File: src/rtl/machine_mode_types_1_12_pkg.sv
// rtl/machine_mode_types_1_12_pkg.sv - shared types and interrupt codes for the M-mode trap sequencer
package machine_mode_types_1_12_pkg;

  typedef enum logic [1:0] {
    ST_IDLE,
    ST_DRAIN,
    ST_COMMIT,
    ST_REDIRECT
  } trap_state_e;

  typedef enum logic [1:0] {
    KIND_EXC,
    KIND_MRET,
    KIND_INT
  } req_kind_e;

  localparam logic [4:0] IRQ_SSI = 5'd1;
  localparam logic [4:0] IRQ_MSI = 5'd3;
  localparam logic [4:0] IRQ_STI = 5'd5;
  localparam logic [4:0] IRQ_MTI = 5'd7;
  localparam logic [4:0] IRQ_SEI = 5'd9;
  localparam logic [4:0] IRQ_MEI = 5'd11;

  // Bits of mip/mie that take part in interrupt selection.
  localparam logic [11:0] IRQ_MASK = 12'hAAA;

endpackage

File: src/rtl/priv_1_12_int_priority_enc.sv
// rtl/priv_1_12_int_priority_enc.sv - fixed-priority interrupt selector (MEI, MSI, MTI, SEI, SSI, STI)
module priv_1_12_int_priority_enc
  import machine_mode_types_1_12_pkg::*;
(
  input  logic [11:0] int_pending,
  output logic        valid,
  output logic [4:0]  code
);

  logic [11:0] masked;

  assign masked = int_pending & IRQ_MASK;

  always_comb begin
    valid = 1'b1;
    code  = 5'd0;
    if      (masked[11]) code = IRQ_MEI;
    else if (masked[3])  code = IRQ_MSI;
    else if (masked[7])  code = IRQ_MTI;
    else if (masked[9])  code = IRQ_SEI;
    else if (masked[1])  code = IRQ_SSI;
    else if (masked[5])  code = IRQ_STI;
    else                 valid = 1'b0;
  end

endmodule

File: src/rtl/priv_1_12_trap_sequencer.sv
// rtl/priv_1_12_trap_sequencer.sv - sequences exception, interrupt and mret entry into CSR strobes and a pc redirect
module priv_1_12_trap_sequencer
  import machine_mode_types_1_12_pkg::*;
(
  input  logic        CLK,
  input  logic        nRST,
  input  logic        exc_req,
  input  logic [4:0]  exc_code,
  input  logic [31:0] exc_tval,
  input  logic [11:0] int_pending,
  input  logic        int_global_en,
  input  logic        mret,
  input  logic [31:0] epc,
  input  logic        pipe_clear,
  input  logic [29:0] mtvec_base,
  input  logic        mtvec_vec,
  input  logic [31:0] curr_mepc,
  output logic        inject_trap,
  output logic        inject_mret,
  output logic [31:0] next_mcause,
  output logic [31:0] next_mepc,
  output logic [31:0] next_mtval,
  output logic        insert_pc,
  output logic [31:0] priv_pc,
  output logic        busy
);

  trap_state_e state;
  req_kind_e   kind_q;
  logic [4:0]  code_q;
  logic [31:0] epc_q;
  logic [31:0] tval_q;
  logic [31:0] mepc_q;

  logic        int_valid;
  logic [4:0]  int_code;
  logic [31:0] vec_base;

  priv_1_12_int_priority_enc u_int_enc (
    .int_pending (int_pending),
    .valid       (int_valid),
    .code        (int_code)
  );

  assign vec_base = {mtvec_base, 2'b00};
  assign busy     = (state != ST_IDLE);

  // Strobes and data are registered so they are valid exactly in the state they belong to.
  always_ff @(posedge CLK) begin
    if (!nRST) begin
      state       <= ST_IDLE;
      kind_q      <= KIND_EXC;
      code_q      <= 5'd0;
      epc_q       <= 32'd0;
      tval_q      <= 32'd0;
      mepc_q      <= 32'd0;
      inject_trap <= 1'b0;
      inject_mret <= 1'b0;
      next_mcause <= 32'd0;
      next_mepc   <= 32'd0;
      next_mtval  <= 32'd0;
      insert_pc   <= 1'b0;
      priv_pc     <= 32'd0;
    end else begin
      inject_trap <= 1'b0;
      inject_mret <= 1'b0;
      next_mcause <= 32'd0;
      next_mepc   <= 32'd0;
      next_mtval  <= 32'd0;
      insert_pc   <= 1'b0;
      priv_pc     <= 32'd0;
      case (state)
        ST_IDLE: begin
          epc_q  <= epc;
          mepc_q <= curr_mepc;
          if (exc_req) begin
            kind_q <= KIND_EXC;
            code_q <= exc_code;
            tval_q <= exc_tval;
            state  <= ST_DRAIN;
          end else if (mret) begin
            kind_q <= KIND_MRET;
            code_q <= 5'd0;
            tval_q <= 32'd0;
            state  <= ST_DRAIN;
          end else if (int_global_en && int_valid) begin
            kind_q <= KIND_INT;
            code_q <= int_code;
            tval_q <= 32'd0;
            state  <= ST_DRAIN;
          end
        end
        ST_DRAIN: begin
          if (pipe_clear) begin
            state <= ST_COMMIT;
            if (kind_q == KIND_MRET) begin
              inject_mret <= 1'b1;
            end else begin
              inject_trap <= 1'b1;
              next_mcause <= {kind_q == KIND_INT, 26'd0, code_q};
              next_mepc   <= epc_q;
              next_mtval  <= tval_q;
            end
          end
        end
        ST_COMMIT: begin
          state     <= ST_REDIRECT;
          insert_pc <= 1'b1;
          if (kind_q == KIND_MRET)
            priv_pc <= {mepc_q[31:2], 2'b00};
          else if (kind_q == KIND_INT && mtvec_vec)
            priv_pc <= vec_base + {25'd0, code_q, 2'b00};
          else
            priv_pc <= vec_base;
        end
        ST_REDIRECT: begin
          state <= ST_IDLE;
        end
        default: state <= ST_IDLE;
      endcase
    end
  end

endmodule

File: config.mk
export PLATFORM = sky130hd
export DESIGN_NAME = priv_1_12_trap_sequencer
export DESIGN_NICKNAME = d
export VERILOG_FILES = /design/src/rtl/machine_mode_types_1_12_pkg.sv /design/src/rtl/priv_1_12_int_priority_enc.sv /design/src/rtl/priv_1_12_trap_sequencer.sv
export SDC_FILE = /design/constraint.sdc
export NUM_CORES = 1
export LEC_CHECK = 0
export CORE_UTILIZATION = 45
export DETAILED_ROUTE_END_ITERATION = 8
export HOLD_SLACK_MARGIN = 0.12
export PLACE_DENSITY_LB_ADDON = 0.1
export SETUP_SLACK_MARGIN = 0.2
export SLEW_MARGIN = 20
export SYNTH_ARGS = -nofsm -noshare
export SYNTH_HDL_FRONTEND = slang
export SYNTH_SLANG_ARGS = --single-unit
export TNS_END_PERCENT = 10
File: constraint.sdc
create_clock -name CLK -period 3.2 [get_ports CLK]
set_input_delay 0.96 -clock CLK [delete_from_list [all_inputs] [get_ports CLK]]
set_output_delay 0.96 -clock CLK [all_outputs]
set_load 0.005 [all_outputs]
==> results.json, run 1 <==
{
  "status": "completed",
  "synth_edf_count": 0,
  "die_h_um": 133,
  "cts_max_level": 1,
  "area_growth_pct": 44.9,
  "die_w_um": 133,
  "cpMaxStageDelayCell": "clkdlybuf4s50_1",
  "rsz0062_at_grt": "true",
  "cp_cell_sequence": "clkdlybuf4s50_1, ha_1, fa_1, a211oi_1, o21bai_1, nand4_1, xnor2_1, a211oi_1",
  "cts_buffers": 23,
  "power_density_nw_per_um2": 692,
  "max_stage_delay_ns": 0.44,
  "drive_gt1_frac": 0.0625,
  "ios": 282,
  "cts_tree": "done",
  "synth_area_leaders": "dfxtp_1, mux2i_1, and2_1, nor2b_1, a22o_1",
  "seq_area_frac_synth": 0.533,
  "routed_wl_um": 18800,
  "grt_pass1_vias": 5666,
  "antenna_found_initial": 0,
  "die-area_sq_um": 17700,
  "yosysUniqueCellTypes": 48,
  "clk-insertion-delay-late_ns": 0.49,
  "wl_met1_um": 8170,
  "async_flop_share": 0,
  "synth_common_cells": "dfxtp_1, and2_1, nor2b_1, mux2i_1, clkbuf_1",
  "crit_type": "input pin to flop",
  "path_max_fanout": 9,
  "path_clk_slew_ns": 0.06,
  "placed_area_sq_um": 10400,
  "timing.final.crit_share": 0.874,
  "wl_per_cell_um": 15.3,
  "post-route-min-period_ns": 2.80,
  "ys_warn_count": 0,
  "vdd_drop_max_mv": 0.401,
  "initial_utilization": 0.463,
  "ant_nets": 0,
  "clock-sinks": 206,
  "final_hold_viol_count": 0,
  "relSlewSlack": 0.372,
  "drtIter0Drc": 239,
  "finalPower_mw": 7.76,
  "overflow": 0,
  "wl_met2_um": 8840,
  "core_sq_um": 16700,
  "hpwl_um": 12800,
  "setup_slack_ns": 0.402,
  "cp-end-kind": "flop",
  "diodes": 0,
  "vias": 5888,
  "drc": 0,
  "grt_pass1_wl_um": 29600,
  "track_usage": 0.208,
  "min_path_type": "flop to flop",
  "design_area_sq_um": 11200,
  "synth_top_cell_area_share": 0.533,
  "cp-start-kind": "input pin",
  "hold_buffers": 0,
  "tightest_slew_ns": 0.942,
  "ctsResizeCount": 0,
  "cts_buffer_depth": 3,
  "drtPass1Iterations": 4,
  "cp_num_buf_inv": 1,
  "rows": 47,
  "crit_arrival_ns": 3.20,
  "drv_cap": 0,
  "nets": 1156,
  "route.met3.wl_um": 1460,
  "globalplace.congestion": 0.797,
  "setup_viol": 0,
  "grt_max_degree": 71,
  "fin_hold_ws_ns": 0.449,
  "synth_top_cell_by_area": "dfxtp_1",
  "synth_top_flop_cell": "dfxtp_1",
  "post-synth-top-count-cell": "dfxtp_1",
  "highest_layer": "met4",
  "path_common_cell": "a211oi_1",
  "crit_required_ns": 3.60,
  "via_per_inst": 4.79,
  "fmax_ghz": 0.357,
  "leakagePower_nw": 4.55,
  "cpLargestDelayFamily": "compound AO/OA/AOI/OAI gates",
  "synthesis.area_sq_um": 7740,
  "syn_area_per_cell_sq_um": 10.3,
  "fin_worst_skew_ns": 0.00693,
  "post-place-ws_ns": -0.168,
  "portBuffers": 245,
  "clock-root-buffer": "clkbuf_16",
  "ys_seq_elements": 206,
  "drv_slew": 0,
  "netlist_instances": 749
}
-- cell usage in the layout, fill, tap and decap left out, types with 3 or more instances in the layout --
master	Yosys	routed
o21ai_0	34	34
a211oi_1	6	6
dfxtp_1	206	206
xnor2_1	3	3
ha_1	9	8
clkbuf_16	0	23
and3_1	3	3
clkbuf_8	0	3
mux2i_1	63	63
a31oi_1	8	8
or3_1	6	6
a211o_1	4	4
or4_1	6	6
buf_4	30	20
bufinv_16	0	6
a21oi_1	23	23
a21boi_0	9	9
conb_1	1	28
o31ai_1	4	4
xor2_1	14	14
nor3b_1	3	3
and2_1	71	71
nand3_1	21	21
nand4_1	11	11
inv_1	11	11
nor2_1	15	14
a21o_1	3	3
clkdlybuf4s50_1	0	244
nor2b_1	67	67
and4_1	4	4
a22o_1	26	26
o211ai_1	3	3
nand2_1	25	25
-- flip-flops by register name, indices dropped and copies added, names as in the netlist, 2 cells and up --
| register | cells |
|---|---|
| epc_q | 32 |
| tval_q | 32 |
| next_mepc | 32 |
| mepc_q | 30 |
| next_mtval | 32 |
| kind_q | 2 |
| priv_pc | 30 |
| code_q | 5 |
| state | 2 |
| next_mcause | 6 |
-- area by class of cell --
cell class                      instances  area, sq um
Fill cell                            1338         5490
Sequential cell                       206         4120
Multi-Input combinational cell        487         3310
Timing Repair Buffer                  267         2640
Clock buffer                           28          624
Tap cell                              220          275
Clock inverter                          9          199
Inverter                               11         41.3
-- per-stage QoR --
step | utilization | cells | setup TNS, ns
floorplan | - | 776 | 0
global placement | 0.621 | 1189 | -0.596
detailed placement | 0.621 | 1189 | -0.997
CTS | 0.670 | 1226 | 0
global route | 0.671 | 1228 | 0
finish | 0.671 | 1228 | 0
-- per-layer routing --
layer	up-vias	track usage
met2	200	0.348
met1	2661	0.262
met4	0	0.0562
met3	26	0.0616
met5	-	0
li1	3001	-
-- kinds of logic (layout without fill, tap and decap cells) --
group	after synthesis	after routing	synth area share
adders and majority gates	10	10	0.0171
other	1	28	0.000485
muxes	63	63	0.0815
and+or+nand+nor	241	241	0.184
xor gates and xnor gates	17	17	0.0192
buffers and inverters	83	315	0.0553
AOI/OAI and AO/OA	128	128	0.110
DFF	206	206	0.533
-- path summary, 6_finish.rpt --
path,cells after the start,slack (ns),start,to
worst min register to register,1,0.45,epc_q[24]$_SDFFE_PN0N_,next_mepc[24]$_SDFF_PP0_
worst max register to register,7,0.83,state[1]$_SDFFE_PN0P_,tval_q[17]$_SDFFE_PN0P_
worst min-delay path,1,0.45,epc_q[24]$_SDFFE_PN0N_,next_mepc[24]$_SDFF_PP0_
worst max-delay path,8,0.40,mtvec_base[0],priv_pc[22]$_SDFF_PN0_
-- power breakdown --
part,total [mW],internal (mW),switching (mW)
clock,2.86,1.86,1.00
combinational,1.84,0.932,0.908
sequential,3.06,2.91,0.152
-- timing repair --
action / in CTS / in global routing
setup endpoints to repair: 0 / 4
hold endpoints to repair: 0 / 0
buffers inserted: 0 / 2
(Power assumes the default switching activity.)
==> run 2: changes to the inputs <==
ABC_AREA = 1   (was default)
==> run 2 against run 1 <==
Non-clock buffer count fell by 12. Cell count rose by 22%. Via count rose by 20%. Power rose by 3.2%. Largest power group unchanged.
==> results.json, run 2 <==
{
  "setup_slack_ns": 0.463,
  "fin_cells": 1499,
  "final_common_cell": "clkdlybuf4s50_1",
  "post-synth-top-count-cell": "dfxtp_1",
  "antenna_found_initial": 2,
  "clock-root-buffer": "clkbuf_16",
  "synth_area_leaders": "dfxtp_1, nor2_1, inv_1, nand2_1, o21ai_0",
  "clock-sinks": 206,
  "ant_nets": 0,
  "drtPass1Iterations": 5,
  "clk-insertion-delay-late_ns": 0.52,
  "cp-start-kind": "flop",
  "overflow": 0,
  "cts_buffer_depth": 3,
  "vias": 7070,
  "r2r-start": "state[0]$_SDFFE_PN0P_",
  "setup_viol": 0,
  "min_path_type": "flop to flop",
  "die-area_sq_um": 18400,
  "nets": 1417,
  "tightest_slew_ns": 0.898,
  "crit_required_ns": 2.24,
  "wl_per_cell_um": 13.9,
  "leakagePower_nw": 4.74,
  "hold_depth": 2,
  "rsz0062_at_grt": "false",
  "post-place-ws_ns": 0.103,
  "grt_max_degree": 96,
  "fmax_ghz": 0.365,
  "reg2regPathDepth": 7,
  "core_sq_um": 17400,
  "drc": 0,
  "grt_pass1_wl_um": 32800,
  "regToRegSetupSlack_ns": 0.91,
  "seq_area_frac_synth": 0.513,
  "cts_setup_buffers": 0,
  "fin_worst_skew_ns": 0.0102,
  "placed_area_sq_um": 10500,
  "status": "completed",
  "ios": 282,
  "drtIter0Drc": 376,
  "cts_max_level": 1,
  "vdd_drop_max_mv": 0.823,
  "drv_cap": 0,
  "finalPower_mw": 8.01,
  "drv_slew": 0,
  "crit_arrival_ns": 1.78,
  "power_density_nw_per_um2": 706,
  "die_w_um": 136,
  "initial_utilization": 0.463,
  "area_growth_pct": 41.1,
  "rows": 48,
  "async_flop_share": 0,
  "min_from": "tval_q[29]$_SDFFE_PN0P_",
  "synth_top_cell_area_share": 0.513,
  "globalplace.congestion": 0.889,
  "synth_common_cells": "dfxtp_1, nor2_1, inv_1, nand2_1, o21ai_0",
  "post-route-min-period_ns": 2.74,
  "hold_buffers": 0,
  "portBuffers": 245,
  "timing.final.crit_share": 0.855,
  "drive_gt1_frac": 0.0573,
  "track_usage": 0.225,
  "synth_top_flop_cell": "dfxtp_1",
  "crit_type": "flop to primary output",
  "routed_wl_um": 20900,
  "worst_hold_path.endpoint": "next_mtval[29]$_SDFF_PP0_",
  "die_h_um": 136,
  "synthesis.area_sq_um": 8040,
  "synth_top_cell_by_area": "dfxtp_1",
  "timing.rr.end": "code_q[4]$_SDFFE_PN0P_",
  "path_max_fanout": 3,
  "grt_pass1_vias": 6630,
  "cts_buffers": 23,
  "dp_cells": 1457,
  "relSlewSlack": 0.401,
  "via_per_inst": 4.72,
  "cp-end-kind": "primary output",
  "design_area_sq_um": 11300,
  "final_cell_mix": "clkdlybuf4s50_1, dfxtp_1, nor2_1, nand2_1, inv_1",
  "finalSetupTns_ns": 0,
  "ys_warn_count": 0,
  "syn_area_per_cell_sq_um": 7.82,
  "yosysUniqueCellTypes": 40,
  "synth_edf_count": 0,
  "ys_seq_elements": 206,
  "path_clk_slew_ns": 0.06,
  "hpwl_um": 14800,
  "final_hold_viol_count": 0,
  "cts_tree": "done",
  "netlist_instances": 1028,
  "ctsResizeCount": 0
}
run 2: cell count changes in the layout (fill, tap and decap cells not counted), sizes merged, moves of 63 or more:
cell,before,now
and2,72,0
inv,11,134
mux2i,63,0
nand2,25,133
nor2,15,190
nor2b,67,0
o21ai,35,100
run 2: power breakdown:
part | switching, mW | leakage (nW) | total, mW | internal (mW)
Combinational | 1.19 | 2.66 | 1.97 | 0.778
Clock | 1.05 | 0.395 | 2.76 | 1.71
Sequential | 0.196 | 1.68 | 3.27 | 3.08
run 2: how the worst max path moves through the flow:
| stage | startpoint | end | slack (ns) | cells after the start |
|---|---|---|---|---|
| after floorplan | mtvec_base[0] | priv_pc[24]$_SDFF_PN0_ | 0.85 | 12 |
| after global placement | mtvec_base[0] | priv_pc[24]$_SDFF_PN0_ | 0.11 | 13 |
| after detailed placement | mtvec_base[0] | priv_pc[14]$_SDFF_PN0_ | 0.10 | 10 |
| after CTS | state[0]$_SDFFE_PN0P_ | busy | 0.43 | 4 |
| after global routing | state[0]$_SDFFE_PN0P_ | busy | 0.37 | 4 |
| final | state[0]$_SDFFE_PN0P_ | busy | 0.46 | 4 |
run 2: cell type report:
cell class / count / area [sq um]
Inverter: 135 / 512
Clock buffer: 33 / 673
Multi-Input combinational cell: 636 / 3070
Fill cell: 1552 / 6020
Sequential cell: 206 / 4120
Antenna cell: 1 / 2.50
Tap cell: 225 / 282
Clock inverter: 8 / 133
Timing Repair Buffer: 255 / 2550
run 2: logic make-up (layout without fill, tap and decap cells):
kind of cell / Yosys count / in the layout / synth area share
and+or+nand+nor: 380 / 380 / 0.197
adders and majority gates: 10 / 10 / 0.0165
AOI/OAI and AO/OA: 206 / 206 / 0.142
other: 1 / 29 / 0.000467
DFF: 206 / 206 / 0.513
buffers and inverters: 213 / 431 / 0.118
xor gates and xnor gates: 12 / 12 / 0.0131
run 2: worst max-delay path, cell delays in order (launching register included):
cell and delay, ns:
dfxtp_1 0.35, inv_1 0.09, ha_1 0.22, inv_2 0.10, clkdlybuf4s50_1 0.50
run 2: metrics by stage:
stage | hold slack [ns] | utilization
5_1_grt | 0.433 | 0.653
2_1_floorplan | 0.408 | -
4_1_cts | 0.420 | 0.653
3_3_place_gp | 0.411 | 0.607
3_5_place_dp | 0.415 | 0.607
6_report | 0.418 | 0.653
run 2: per-layer routing:
metal	global-route usage	wire, um	up-vias
li1	-	-	3657
met1	0.285	8920	3148
met2	0.370	9580	229
met3	0.0722	1970	34
met4	0.0543	374	2
met5	0	15	-
==> run 3: changes to the inputs <==
CORE_UTILIZATION = 47   (was 45)
CTS_BUF_LIST = sky130_fd_sc_hd__clkbuf_4   (was default)
TNS_END_PERCENT = 100   (was 10)
==> run 3 against run 2 <==
Combinational power barely moved. Cell count rose by 2.5%. Clock skew rose by 0.016 ns.
==> results.json, run 3 (synthesis results as in run 2) <==
{
  "clock-root-buffer": "clkbuf_4",
  "final_common_cell": "clkdlybuf4s50_1",
  "routed_wl_um": 20500,
  "reg2regPathDepth": 9,
  "grt_pass1_vias": 6649,
  "portBuffers": 245,
  "initial_utilization": 0.483,
  "cpLargestDelayFamily": "buffers and inverters",
  "path_clk_slew_ns": 0.06,
  "die_w_um": 133,
  "antenna_found_initial": 5,
  "wl_met1_um": 8910,
  "post-route-min-period_ns": 2.86,
  "relSlewSlack": 0.421,
  "status": "completed",
  "vias": 7231,
  "hold_depth": 2,
  "cts_buffer_depth": 3,
  "tightest_slew_ns": 0.868,
  "p_clk_frac": 0.281,
  "globalplace.congestion": 0.884,
  "ios": 282,
  "overflow": 0,
  "p_sw_frac": 0.321,
  "leakagePower_nw": 4.72,
  "crit_type": "flop to primary output",
  "regToRegSetupSlack_ns": 1.14,
  "track_usage": 0.232,
  "p_seq_frac": 0.450,
  "drv_cap": 0,
  "grt_pass1_wl_um": 32600,
  "drtIter0Drc": 398,
  "ctsResizeCount": 0,
  "cp_num_buf_inv": 3,
  "cp_cell_sequence": "inv_1, ha_1, inv_2, clkdlybuf4s50_1",
  "critical_path_cell_count": 4,
  "route.met3.wl_um": 1810,
  "wl_met2_um": 9300,
  "min_path_type": "flop to flop",
  "cts_setup_buffers": 0,
  "clock-sinks": 206,
  "path_max_fanout": 3,
  "crit_arrival_ns": 1.90,
  "power_density_nw_per_um2": 652,
  "cts_tree": "done",
  "rows": 47,
  "core_sq_um": 16600,
  "ant_nets": 0,
  "vdd_drop_max_mv": 0.427,
  "intPower_mw": 4.93,
  "fin_hold_ws_ns": 0.421,
  "fmax_ghz": 0.350,
  "hold_buffers": 0,
  "final_cell_mix": "clkdlybuf4s50_1, dfxtp_1, nor2_1, nand2_1, inv_1",
  "finalPower_mw": 7.26,
  "cp-start-kind": "flop",
  "nets": 1449,
  "rsz0062_at_grt": "false",
  "cts_buffers": 52,
  "final_hold_viol_count": 0,
  "hpwl_um": 14500,
  "wl_per_cell_um": 13.3,
  "grt_max_degree": 96,
  "timing.final.crit_share": 0.893,
  "placed_area_sq_um": 10500,
  "die_h_um": 133,
  "design_area_sq_um": 11100,
  "crit_required_ns": 2.24,
  "cpMaxStageDelayCell": "clkdlybuf4s50_1",
  "fin_worst_skew_ns": 0.0265,
  "area_growth_pct": 38.5,
  "cts_max_level": 2,
  "switching_power_mw": 2.33,
  "highest_layer": "met5",
  "drc": 0,
  "setup_viol": 0,
  "drtPass1Iterations": 5,
  "fill_cells": 1471,
  "max_stage_delay_ns": 0.52,
  "cp-end-kind": "primary output",
  "finalSetupTns_ns": 0,
  "pwr-share-comb": 0.269,
  "clk-insertion-delay-late_ns": 0.64,
  "drv_slew": 0,
  "via_per_inst": 4.71,
  "die-area_sq_um": 17600,
  "drive_gt1_frac": 0.0890
}
==> run 3: cell types whose count changed in the layout (fill, tap and decap cells not counted), moves of 4 or more <==
cell       previous run  this run
clkbuf_1              4         0
buf_4                 8        12
clkbuf_4              0        77
clkbuf_16            23         0
clkbuf_8              6         0
==> run 3: worst paths after layout <==
| check | from | end |
|---|---|---|
| worst max-delay path | state[0]$_SDFFE_PN0P_ | busy |
| worst max register to register | state[0]$_SDFFE_PN0P_ | state[0]$_SDFFE_PN0P_ |
| worst min register to register | tval_q[5]$_SDFFE_PN0P_ | next_mtval[5]$_SDFF_PP0_ |
| worst min-delay path | tval_q[5]$_SDFFE_PN0P_ | next_mtval[5]$_SDFF_PP0_ |
==> run 3: power groups by stage <==
stage / Sequential (mW) / Combinational [mW] / Clock (mW)
2_1_floorplan: 3.28 / 1.30 / 0
3_3_place_gp: 3.30 / 1.93 / 0
3_5_place_dp: 3.33 / 1.96 / 0
4_1_cts: 3.27 / 1.97 / 2.12
5_1_grt: 3.32 / 2.21 / 2.25
6_report: 3.27 / 1.96 / 2.04
==> run 3: cell type report <==
type,instances,area [sq um],share of cell area
antenna,1,2.50,0.000225
clock buffer,77,578,0.0519
clock inverter,3,16.3,0.00146
inverter,135,512,0.0460
multi-input combinational,636,3070,0.275
sequential,206,4120,0.370
tap,220,275,0.0247
timing repair buffer,258,2560,0.230
==> run 3: worst reg2reg max path, stage by stage, from the launching register on <==
cell and delay, ns:
dfxtp_1 0.35, inv_1 0.09, ha_1 0.23, inv_2 0.07, buf_4 0.68, o22ai_1 0.25
inv_1 0.15, nand2_1 0.06, nand2_1 0.05, nor2_1 0.04
==> run 3: metrics by stage <==
step,setup WS [ns],std cells,util
2_1_floorplan,0.849,1055,-
3_3_place_gp,0.0737,1455,0.633
3_5_place_dp,0.0354,1455,0.633
4_1_cts,0.269,1535,0.669
5_1_grt,0.206,1536,0.669
6_report,0.341,1536,0.669
==> run 3: per-layer routing <==
metal	track usage	up-vias
met5	0	-
li1	-	3730
met3	0.0958	38
met1	0.280	3221
met2	0.368	238
met4	0.0868	4
